===== config.mk =====
export PLATFORM = sky130hd
export DESIGN_NAME = wishbone_burst_master
export DESIGN_NICKNAME = d
export VERILOG_FILES = /design/src/rtl/wishbone_burst_master.sv
export SDC_FILE = /design/constraint.sdc
export NUM_CORES = 1
export LEC_CHECK = 0
export BUFFER_PORTS_ARGS = -buffer_cell sky130_fd_sc_hd__buf_2
export CAP_MARGIN = 20
export CORE_UTILIZATION = 40
export CTS_CLUSTER_DIAMETER = 40
export CTS_CLUSTER_SIZE = 20
export DETAILED_ROUTE_END_ITERATION = 6
export SKIP_LAST_GASP = 1
export SLEW_MARGIN = 25
export SYNTH_ARGS = -nofsm -noshare
export SYNTH_HDL_FRONTEND = slang
export SYNTH_SLANG_ARGS = --single-unit

===== constraint.sdc =====
create_clock -name clk_i -period 3 [get_ports clk_i]
set_input_delay 0.6 -clock clk_i [delete_from_list [all_inputs] [get_ports clk_i]]
set_output_delay 0.6 -clock clk_i [all_outputs]
set_load 0.03 [all_outputs]

===== src/rtl/wishbone_burst_master.sv =====
// Wishbone B4 registered-feedback burst master: packet request in, CTI-tagged burst out, with per-beat timeout.
// Define WB_MASTER_ERR_EN to add the err_i port and bus-error abort; left undefined, error stays 0.
module wishbone_burst_master #(
    parameter int ADDRESS_WIDTH = 16,
    parameter int DATA_WIDTH    = 8,
    parameter int DATA_BYTES    = DATA_WIDTH / 8,
    parameter int MAX_WAIT      = 8,
    parameter int MAX_PAYLOAD   = 8,
    parameter int PW            = MAX_PAYLOAD * DATA_WIDTH,
    parameter int LN            = $clog2(MAX_PAYLOAD) + 1
) (
    input  logic                     clk_i,
    input  logic                     rst_i,
    output logic [ADDRESS_WIDTH-1:0] adr_o,
    input  logic [DATA_WIDTH-1:0]    dat_i,
    output logic [DATA_WIDTH-1:0]    dat_o,
    output logic                     we_o,
    output logic [DATA_BYTES-1:0]    sel_o,
    output logic                     stb_o,
    input  logic                     cyc_i,
    output logic                     cyc_o,
    input  logic                     ack_i,
`ifdef WB_MASTER_ERR_EN
    input  logic                     err_i,
`endif
    output logic [2:0]               cti_o,
    input  logic [ADDRESS_WIDTH-1:0] transfer_address,
    input  logic                     addr_fixed,
    input  logic [PW-1:0]            payload_in,
    output logic [PW-1:0]            payload_out,
    input  logic [LN-1:0]            payload_length,
    input  logic                     start_read,
    output logic                     read_busy,
    input  logic                     start_write,
    output logic                     write_busy,
    output logic [LN-1:0]            beats_done,
    output logic                     completed,
    output logic                     timeout,
    output logic                     error
);

    // state  | meaning
    // S_IDLE | no packet; accepts start_read / start_write
    // S_ARB  | packet latched, waiting for cyc_i to fall
    // S_BEAT | cyc_o/stb_o high, one beat on the bus
    typedef enum logic [1:0] {S_IDLE, S_ARB, S_BEAT} state_t;

    localparam int WW = $clog2(MAX_WAIT + 1);

    state_t                   state_q;
    logic [ADDRESS_WIDTH-1:0] adr_q;
    logic [DATA_WIDTH-1:0]    dat_q;
    logic                     we_q;
    logic [DATA_BYTES-1:0]    sel_q;
    logic                     stb_q;
    logic                     cyc_q;
    logic [2:0]               cti_q;
    logic [PW-1:0]            pout_q;
    logic [PW-1:0]            wdata_q;
    logic                     rbusy_q;
    logic                     wbusy_q;
    logic [LN-1:0]            beats_q;
    logic [LN-1:0]            len_q;
    logic                     fixed_q;
    logic [WW-1:0]            wait_q;
    logic                     completed_q;
    logic                     timeout_q;
    logic                     error_q;
    logic [LN-1:0]            len_d;
    logic [LN-1:0]            beat_nxt_d;
    logic                     bus_err;

`ifdef WB_MASTER_ERR_EN
    assign bus_err = err_i;
`else
    assign bus_err = 1'b0;
`endif

    // Oversized requests are clamped so the payload slot index stays inside PW.
    always_comb begin
        len_d = payload_length;
        if (payload_length > LN'(MAX_PAYLOAD)) len_d = LN'(MAX_PAYLOAD);
    end

    assign beat_nxt_d = beats_q + LN'(1);

    function automatic logic [2:0] cti_for(input logic [LN-1:0] idx,
                                           input logic [LN-1:0] len,
                                           input logic          fixed);
        if (len == LN'(1))             return 3'b000;
        else if (idx == len - LN'(1))  return 3'b111;
        else if (fixed)                return 3'b001;
        else                           return 3'b010;
    endfunction

    always_ff @(posedge clk_i) begin
        if (rst_i) begin
            state_q     <= S_IDLE;
            adr_q       <= '0;
            dat_q       <= '0;
            we_q        <= 1'b0;
            sel_q       <= '0;
            stb_q       <= 1'b0;
            cyc_q       <= 1'b0;
            cti_q       <= 3'b000;
            pout_q      <= '0;
            wdata_q     <= '0;
            rbusy_q     <= 1'b0;
            wbusy_q     <= 1'b0;
            beats_q     <= '0;
            len_q       <= '0;
            fixed_q     <= 1'b0;
            wait_q      <= '0;
            completed_q <= 1'b0;
            timeout_q   <= 1'b0;
            error_q     <= 1'b0;
        end else begin
            completed_q <= 1'b0;
            timeout_q   <= 1'b0;
            error_q     <= 1'b0;
            case (state_q)
                S_IDLE: begin
                    if (start_read || start_write) begin
                        adr_q   <= transfer_address;
                        fixed_q <= addr_fixed;
                        len_q   <= len_d;
                        beats_q <= '0;
                        wait_q  <= '0;
                        dat_q   <= payload_in[DATA_WIDTH-1:0];
                        wdata_q <= payload_in >> DATA_WIDTH;
                        if (len_d == '0) begin
                            completed_q <= 1'b1;
                        end else begin
                            rbusy_q <= start_read;
                            wbusy_q <= !start_read;
                            state_q <= S_ARB;
                        end
                    end
                end
                S_ARB: begin
                    if (!cyc_i) begin
                        cyc_q   <= 1'b1;
                        stb_q   <= 1'b1;
                        we_q    <= wbusy_q;
                        sel_q   <= '1;
                        cti_q   <= cti_for('0, len_q, fixed_q);
                        state_q <= S_BEAT;
                    end
                end
                S_BEAT: begin
                    if (bus_err) begin
                        cyc_q   <= 1'b0;
                        stb_q   <= 1'b0;
                        we_q    <= 1'b0;
                        sel_q   <= '0;
                        cti_q   <= 3'b000;
                        rbusy_q <= 1'b0;
                        wbusy_q <= 1'b0;
                        error_q <= 1'b1;
                        state_q <= S_IDLE;
                    end else if (ack_i) begin
                        beats_q <= beat_nxt_d;
                        wait_q  <= '0;
                        if (rbusy_q) pout_q[int'(beats_q)*DATA_WIDTH +: DATA_WIDTH] <= dat_i;
                        if (beat_nxt_d == len_q) begin
                            cyc_q       <= 1'b0;
                            stb_q       <= 1'b0;
                            we_q        <= 1'b0;
                            sel_q       <= '0;
                            cti_q       <= 3'b000;
                            rbusy_q     <= 1'b0;
                            wbusy_q     <= 1'b0;
                            completed_q <= 1'b1;
                            state_q     <= S_IDLE;
                        end else begin
                            if (!fixed_q) adr_q <= adr_q + ADDRESS_WIDTH'(1);
                            dat_q   <= wdata_q[DATA_WIDTH-1:0];
                            wdata_q <= wdata_q >> DATA_WIDTH;
                            cti_q   <= cti_for(beat_nxt_d, len_q, fixed_q);
                        end
                    end else if (wait_q == WW'(MAX_WAIT - 1)) begin
                        cyc_q     <= 1'b0;
                        stb_q     <= 1'b0;
                        we_q      <= 1'b0;
                        sel_q     <= '0;
                        cti_q     <= 3'b000;
                        rbusy_q   <= 1'b0;
                        wbusy_q   <= 1'b0;
                        timeout_q <= 1'b1;
                        state_q   <= S_IDLE;
                    end else begin
                        wait_q <= wait_q + WW'(1);
                    end
                end
                default: state_q <= S_IDLE;
            endcase
        end
    end

    assign adr_o       = adr_q;
    assign dat_o       = dat_q;
    assign we_o        = we_q;
    assign sel_o       = sel_q;
    assign stb_o       = stb_q;
    assign cyc_o       = cyc_q;
    assign cti_o       = cti_q;
    assign payload_out = pout_q;
    assign read_busy   = rbusy_q;
    assign write_busy  = wbusy_q;
    assign beats_done  = beats_q;
    assign completed   = completed_q;
    assign timeout     = timeout_q;
    assign error       = error_q;

endmodule


; ---- Yosys cells after proc, flatten, opt, wreduce, memory -nomap -nowiden
; Cells that the tools add are included.
[totals]
regBits = 176
inputBits = 99
output_inout_bits = 104
elab_cells = 115
[op_classes]
add_sub_neg = 5
magnitude_cmp = 1
eq_ne = 15
shift = 2
n_mux = 57
bitwise = 1
reduce_logical = 18
[ops]
columns = cell, n
row1 = $mux W64, 3
row2 = $pmux W64 S2, 1
row3 = $bwmux W64, 1
row4 = $mux W16, 4
row5 = $shift A8 B33 Y64 const A, 1
row6 = $shiftx A8 B33 Y64, 1
row7 = $neg A7 Y33, 1
row8 = $pmux W16 S2, 1
row9 = $mux W3, 8
row10 = $mux W8, 3
row11 = $mux W4, 5
row12 = $add A16 B1 Y16 const B, 1
row13 = $pmux W4 S2, 2
row14 = $pmux W8 S2, 1
row15 = $reduce_and A5 Y1, 3
row16 = $mux W1, 14
row17 = $mux W2, 7
row18 = $ne A2 B2 Y1 const B, 6
row19 = $reduce_and A3 Y1, 4
row20 = $pmux W1 S2, 5
row21 = $ne A3 B3 Y1 const B, 3
row22 = $add A4 B1 Y4 const B, 2
row23 = $eq A4 B4 Y1, 2
row24 = $logic_not A4 Y1, 2
row25 = 16 further kinds, 18

; ---- Longest topological paths before layout
[depth]
ltp_word = 7
mapped_depth = 12
depth_no_buf = 7

; ---- Worst setup path before layout
; No wires, ideal clock.
[synth_path]
path_type = flip-flop to flip-flop
from = register beats_q[0] (netlist: beats_done[0])
to = register adr_q[3] (netlist: adr_o[3])
setup_time_ns = 0.117
arrival_ns = 2.866
required_time_ns = 2.883
path_slack_ns = 0.016
stages_incl_launch_ff = 12
path_buffers = 4
cell_sequence = dfxtp_1 > clkbuf_1 > inv_1 > clkbuf_1 > ha_1 > clkbuf_1 > xor2_1 > nor3_1 > nor3_1 > buf_4 > o22ai_1 > a32o_1
[synth_between]
elab_chain_cells = 4
[synth_lines]
columns = element, line_no
row1 = from (decl), 62  ; logic [LN-1:0] beats_q;
row2 = from (signal assigned), 162  ; beats_q <= beat_nxt_d;
row3 = $add A4 B1 Y4, 85  ; assign beat_nxt_d = beats_q + LN'(1);
row4 = $eq A4 B4 Y1, 165  ; if (beat_nxt_d == len_q) begin
row5 = $ne A2 B2 Y1 (no source line), n/a
row6 = $reduce_and A5 Y1 (no source line), n/a
row7 = to (signal assigned), 124  ; adr_q <= transfer_address;
row8 = to (signal assigned), 176  ; if (!fixed_q) adr_q <= adr_q + ADDRESS_WIDTH'(1);
row9 = to (decl), 51  ; logic [ADDRESS_WIDTH-1:0] adr_q;
; No other way between the ends.
; A chain may end at the register's enable or synchronous reset.

; ---- Final worst setup path
[layout_path]
from = register beats_q[0] (netlist: beats_done[0])
to = register pout_q[56] (netlist: payload_out[56])
[layout_between]
elab_chain_cells = 3
word_cells_on_any_way = 4
cone_classes = add/sub (1) / shift (2) / mux (1)
[layout_lines]
columns = element, line_no
row1 = $neg A7 Y33 *, 164  ; if (rbusy_q) pout_q[int'(beats_q)*DATA_WIDTH +: DATA_WIDTH] <= dat_i;
row2 = $shiftx A8 B33 Y64 / $shift A8 B33 Y64 (equally long branches), 164
row3 = $bwmux W64 *, 164
row4 = "to (signal, indexed assignment)", 164
row5 = to (decl), 58  ; logic [PW-1:0] pout_q;
; Mark *: on every way between the ends. The rest lies on a longest branch, timed or not.

==> flow_metrics.tcl <==
set metrics [dict create \
    synthAdderAreaFrac 0.0172 \
    syn_nets 989 \
    cpPeakStageDelay_ns 0.81 \
    fp.coreArea_um2 19500 \
    cts.repair.resized 0 \
    setup_tns_ns 0 \
    fin_ws_ns 0.339 \
    crit_path_end_kind "flip-flop" \
    power.total_uw 8800 \
    syn_area_per_cell_um2 9.12 \
    finalNetCount 1171 \
    critPathKind "reg2reg" \
    synth.area.top_cells "dfxtp_1 42%, mux2i_1 13%, a21oi_1 6.4%" \
    cts_tree "yes" \
    route.detailed.wl_per_inst_um 16.6 \
    seq_area_frac_synth 0.419 \
    synthXorXnorAreaFrac 0.0194 \
    r2r_cells 7 \
    r2r_start "beats_done[0]" \
    synthSimpleGateAreaFrac 0.148 \
    clock_latency_ns 0.44 \
    die_width_um 144 \
    cp.buffers_inverters 1 \
    die_h_um 144 \
    synthArstFlopShare 0 \
    fin_skew_ns 0.0137 \
    crit_chain "inv_1 -> ha_1 -> or3b_2 -> nand3_1 -> or4_1 -> mux2i_1 -> nor2_1" \
    cp-startpoint "beats_done[0]" \
    area_growth_pct 23.3 \
    period_needed_ns 2.66 \
    initial_core_util 0.411 \
    antenna_found_initial 1 \
    slowest_stage "or4_1" \
    gp_congestion 0.843 \
    grt_max_degree 62 \
    yosysTopAreaCell "dfxtp_1" \
    dieArea_um2 20600 \
    design_area_um2 9890 \
    fill_cells 1914 \
    root_buffer "clkbuf_16" \
    io_pins 203 \
    yosys_warnings 0 \
    slew_headroom 0.424 \
    ir_drop_mv 0.752 \
    hold_class "in2reg" \
    drv_cap 0 \
    synthMuxAreaShare 0.129 \
    required_ns 3.31 \
    firstDrtPassIters 5 \
    drt_iter0_markers 361 \
    cts_buffer_depth 2 \
    rsz0062_at_grt "false" \
    slew_violations 0 \
    crit_arrival_ns 2.97 \
    final-hold-violation-count 0 \
    hpwl_um 15500 \
    finalSetupViolCount 0 \
    ys_ff_latch 168 \
    finish.utilization 0.506 \
    cts_made_buffers 17 \
    crit_cells 7 \
    endpoint "payload_out[56]" \
    num_vias 7018 \
    r2r-end "payload_out[56]" \
    cts.sinks 168 \
    cts_setup_buffers 0 \
    synth_top_family_by_area "compound AO/OA/AOI/OAI gates" \
    start_kind "flip-flop" \
    netlist.area_leader.share 0.419 \
    grt_usage 0.217 \
    clkSlewWorstSetupHoldPaths_ns 0.07 \
    grt_pass1_vias 6591 \
    fmax_mhz 376 \
    cts-htree-levels 4 \
    post_dp_cell_area_um2 9290 \
    worst_slew_pin_slew_ns 0.864 \
    drc 0 \
    worstHoldStart "payload_in[61]" \
    power_leakage_uw 0.00415 \
    crit_family "simple AND/OR/NAND/NOR gates" \
    synth_cell_types 61 \
    io_buffers 201 \
    seqCellArea_um2 3360 \
    status "finished, final reports clean" \
    cts_hold_buf 0 \
    syn_area_um2 8020 \
    rrSetupSlack_ns 0.34 \
    path_max_fanout 13 \
    synth-compound-area-share 0.215 \
    synth_top_flop_cell "dfxtp_1" \
    grt_pass1_wl_um 34900 \
    multi_input_area_um2 4270 \
    synth_edf_count 0 \
    syn_inst 879 \
    dp_slack_ns 0.375 \
    vias_per_cell 5.23 \
    powerDensity_nw_per_um2 890 \
    drtAntennaViolNets 0 \
    drive_above_1_share 0.291 \
    gr-total-overflow 0 \
    num_rows 51 \
    routed_wl_um 22300 \
    post-route-period-util 0.887 \
]
-- flip-flops by register name (all words and copies together) (netlist names), 2 cells and up --
signal	cells
adr_o	16
wait_q	4
beats_done	4
payload_out	64
state_q	2
len_q	4
dat_o	8
cti_o	3
wdata_q	56
-- cells in the mapped netlist, drive strengths merged (4+ instances only) --
master and count:
dfxtp 168, a21oi 103, mux2i 103, nor2 82, nand2 76, a211oi 58
clkbuf 45, inv 26, nand3 21, buf 19, and3 16, nor3 16
o21ai 15, ha 11, o32ai 10, xnor2 10, a22o 8, nand4 6
nor3b 6, nor4 6, o21a 6, a31oi 5, or3 5, xor2 5
a22oi 4, o221a 4
-- layer usage --
layer	vias to the layer above	part of all wire	global-route usage
met1	3285	0.46	0.287
met5	-	0	0
li1	3539	-	-
met3	24	0.061	0.0563
met2	170	0.46	0.343
met4	0	0.014	0.0683
-- final cells by class --
class,count,area share
multi-input cells,619,0.431
diodes,2,0.000506
clock buffers,18,0.0444
well taps,265,0.0335
repair buffers,227,0.123
clock inverters,14,0.0159
flip-flops and latches,168,0.340
inverters,28,0.0106
-- kinds of logic (layout without fill, tap and decap cells) --
kind of cell,count (synthesis),after routing
adder cells (fa/ha/maj),11,11
flip-flops,168,168
other,1,3
AO/OA/AOI/OAI,235,235
buffers and inverters,92,287
AND/OR/NAND/NOR,253,253
XOR/XNOR,16,16
multiplexers,103,103
-- worst reg2reg max path: stages, from the launching register on --
cell	delay [ns]
dfxtp_1	0.49
inv_1	0.10
ha_1	0.28
or3b_2	0.33
nand3_1	0.23
or4_1	0.81
mux2i_1	0.25
nor2_1	0.05
-- worst min path at each step --
stage / endpoint / slack, ns / depth (start not counted)
after floorplan: wdata_q[48] / 0.44 / 1
after global placement: payload_out[48] / 0.44 / 2
after detailed placement: payload_out[48] / 0.44 / 2
after CTS: wdata_q[53] / 0.36 / 2
after global routing: wdata_q[48] / 0.38 / 2
final: wdata_q[53] / 0.38 / 2
-- power by group --
part | switching, uW | total [uW] | internal (uW) | leakage, uW
combinational | 2100 | 3400 | 1300 | 0.00249
sequential | 399 | 3190 | 2790 | 0.00137
clock | 1070 | 2210 | 1140 | 0.000287
-- cells in the final DEF (no fill, tap or decap), types with 8 or more instances in the layout --
| cell | Yosys | layout |
|---|---|---|
| buf_2 | 7 | 200 |
| a21oi_1 | 103 | 103 |
| a211oi_1 | 18 | 18 |
| nor2_1 | 81 | 80 |
| ha_1 | 11 | 10 |
| dfxtp_1 | 168 | 168 |
| xnor2_1 | 10 | 10 |
| a211oi_2 | 40 | 40 |
| buf_4 | 5 | 25 |
| nor3_1 | 14 | 14 |
| a22o_1 | 8 | 8 |
| clkbuf_16 | 0 | 17 |
| mux2i_1 | 103 | 103 |
| inv_1 | 26 | 26 |
| nand3_1 | 21 | 21 |
| o32ai_1 | 10 | 10 |
| and3_1 | 16 | 16 |
| nand2_1 | 76 | 76 |
| o21ai_0 | 15 | 15 |
-- through the flow --
| stage | hold slack, ns | instances |
|---|---|---|
| 2_1_floorplan | 0.442 | 879 |
| 3_3_place_gp | 0.437 | 1307 |
| 3_5_place_dp | 0.444 | 1307 |
| 4_1_cts | 0.360 | 1339 |
| 5_1_grt | 0.380 | 1340 |
| 6_report | 0.382 | 1341 |
No activity file was read; power rests on OpenSTA's default activity.
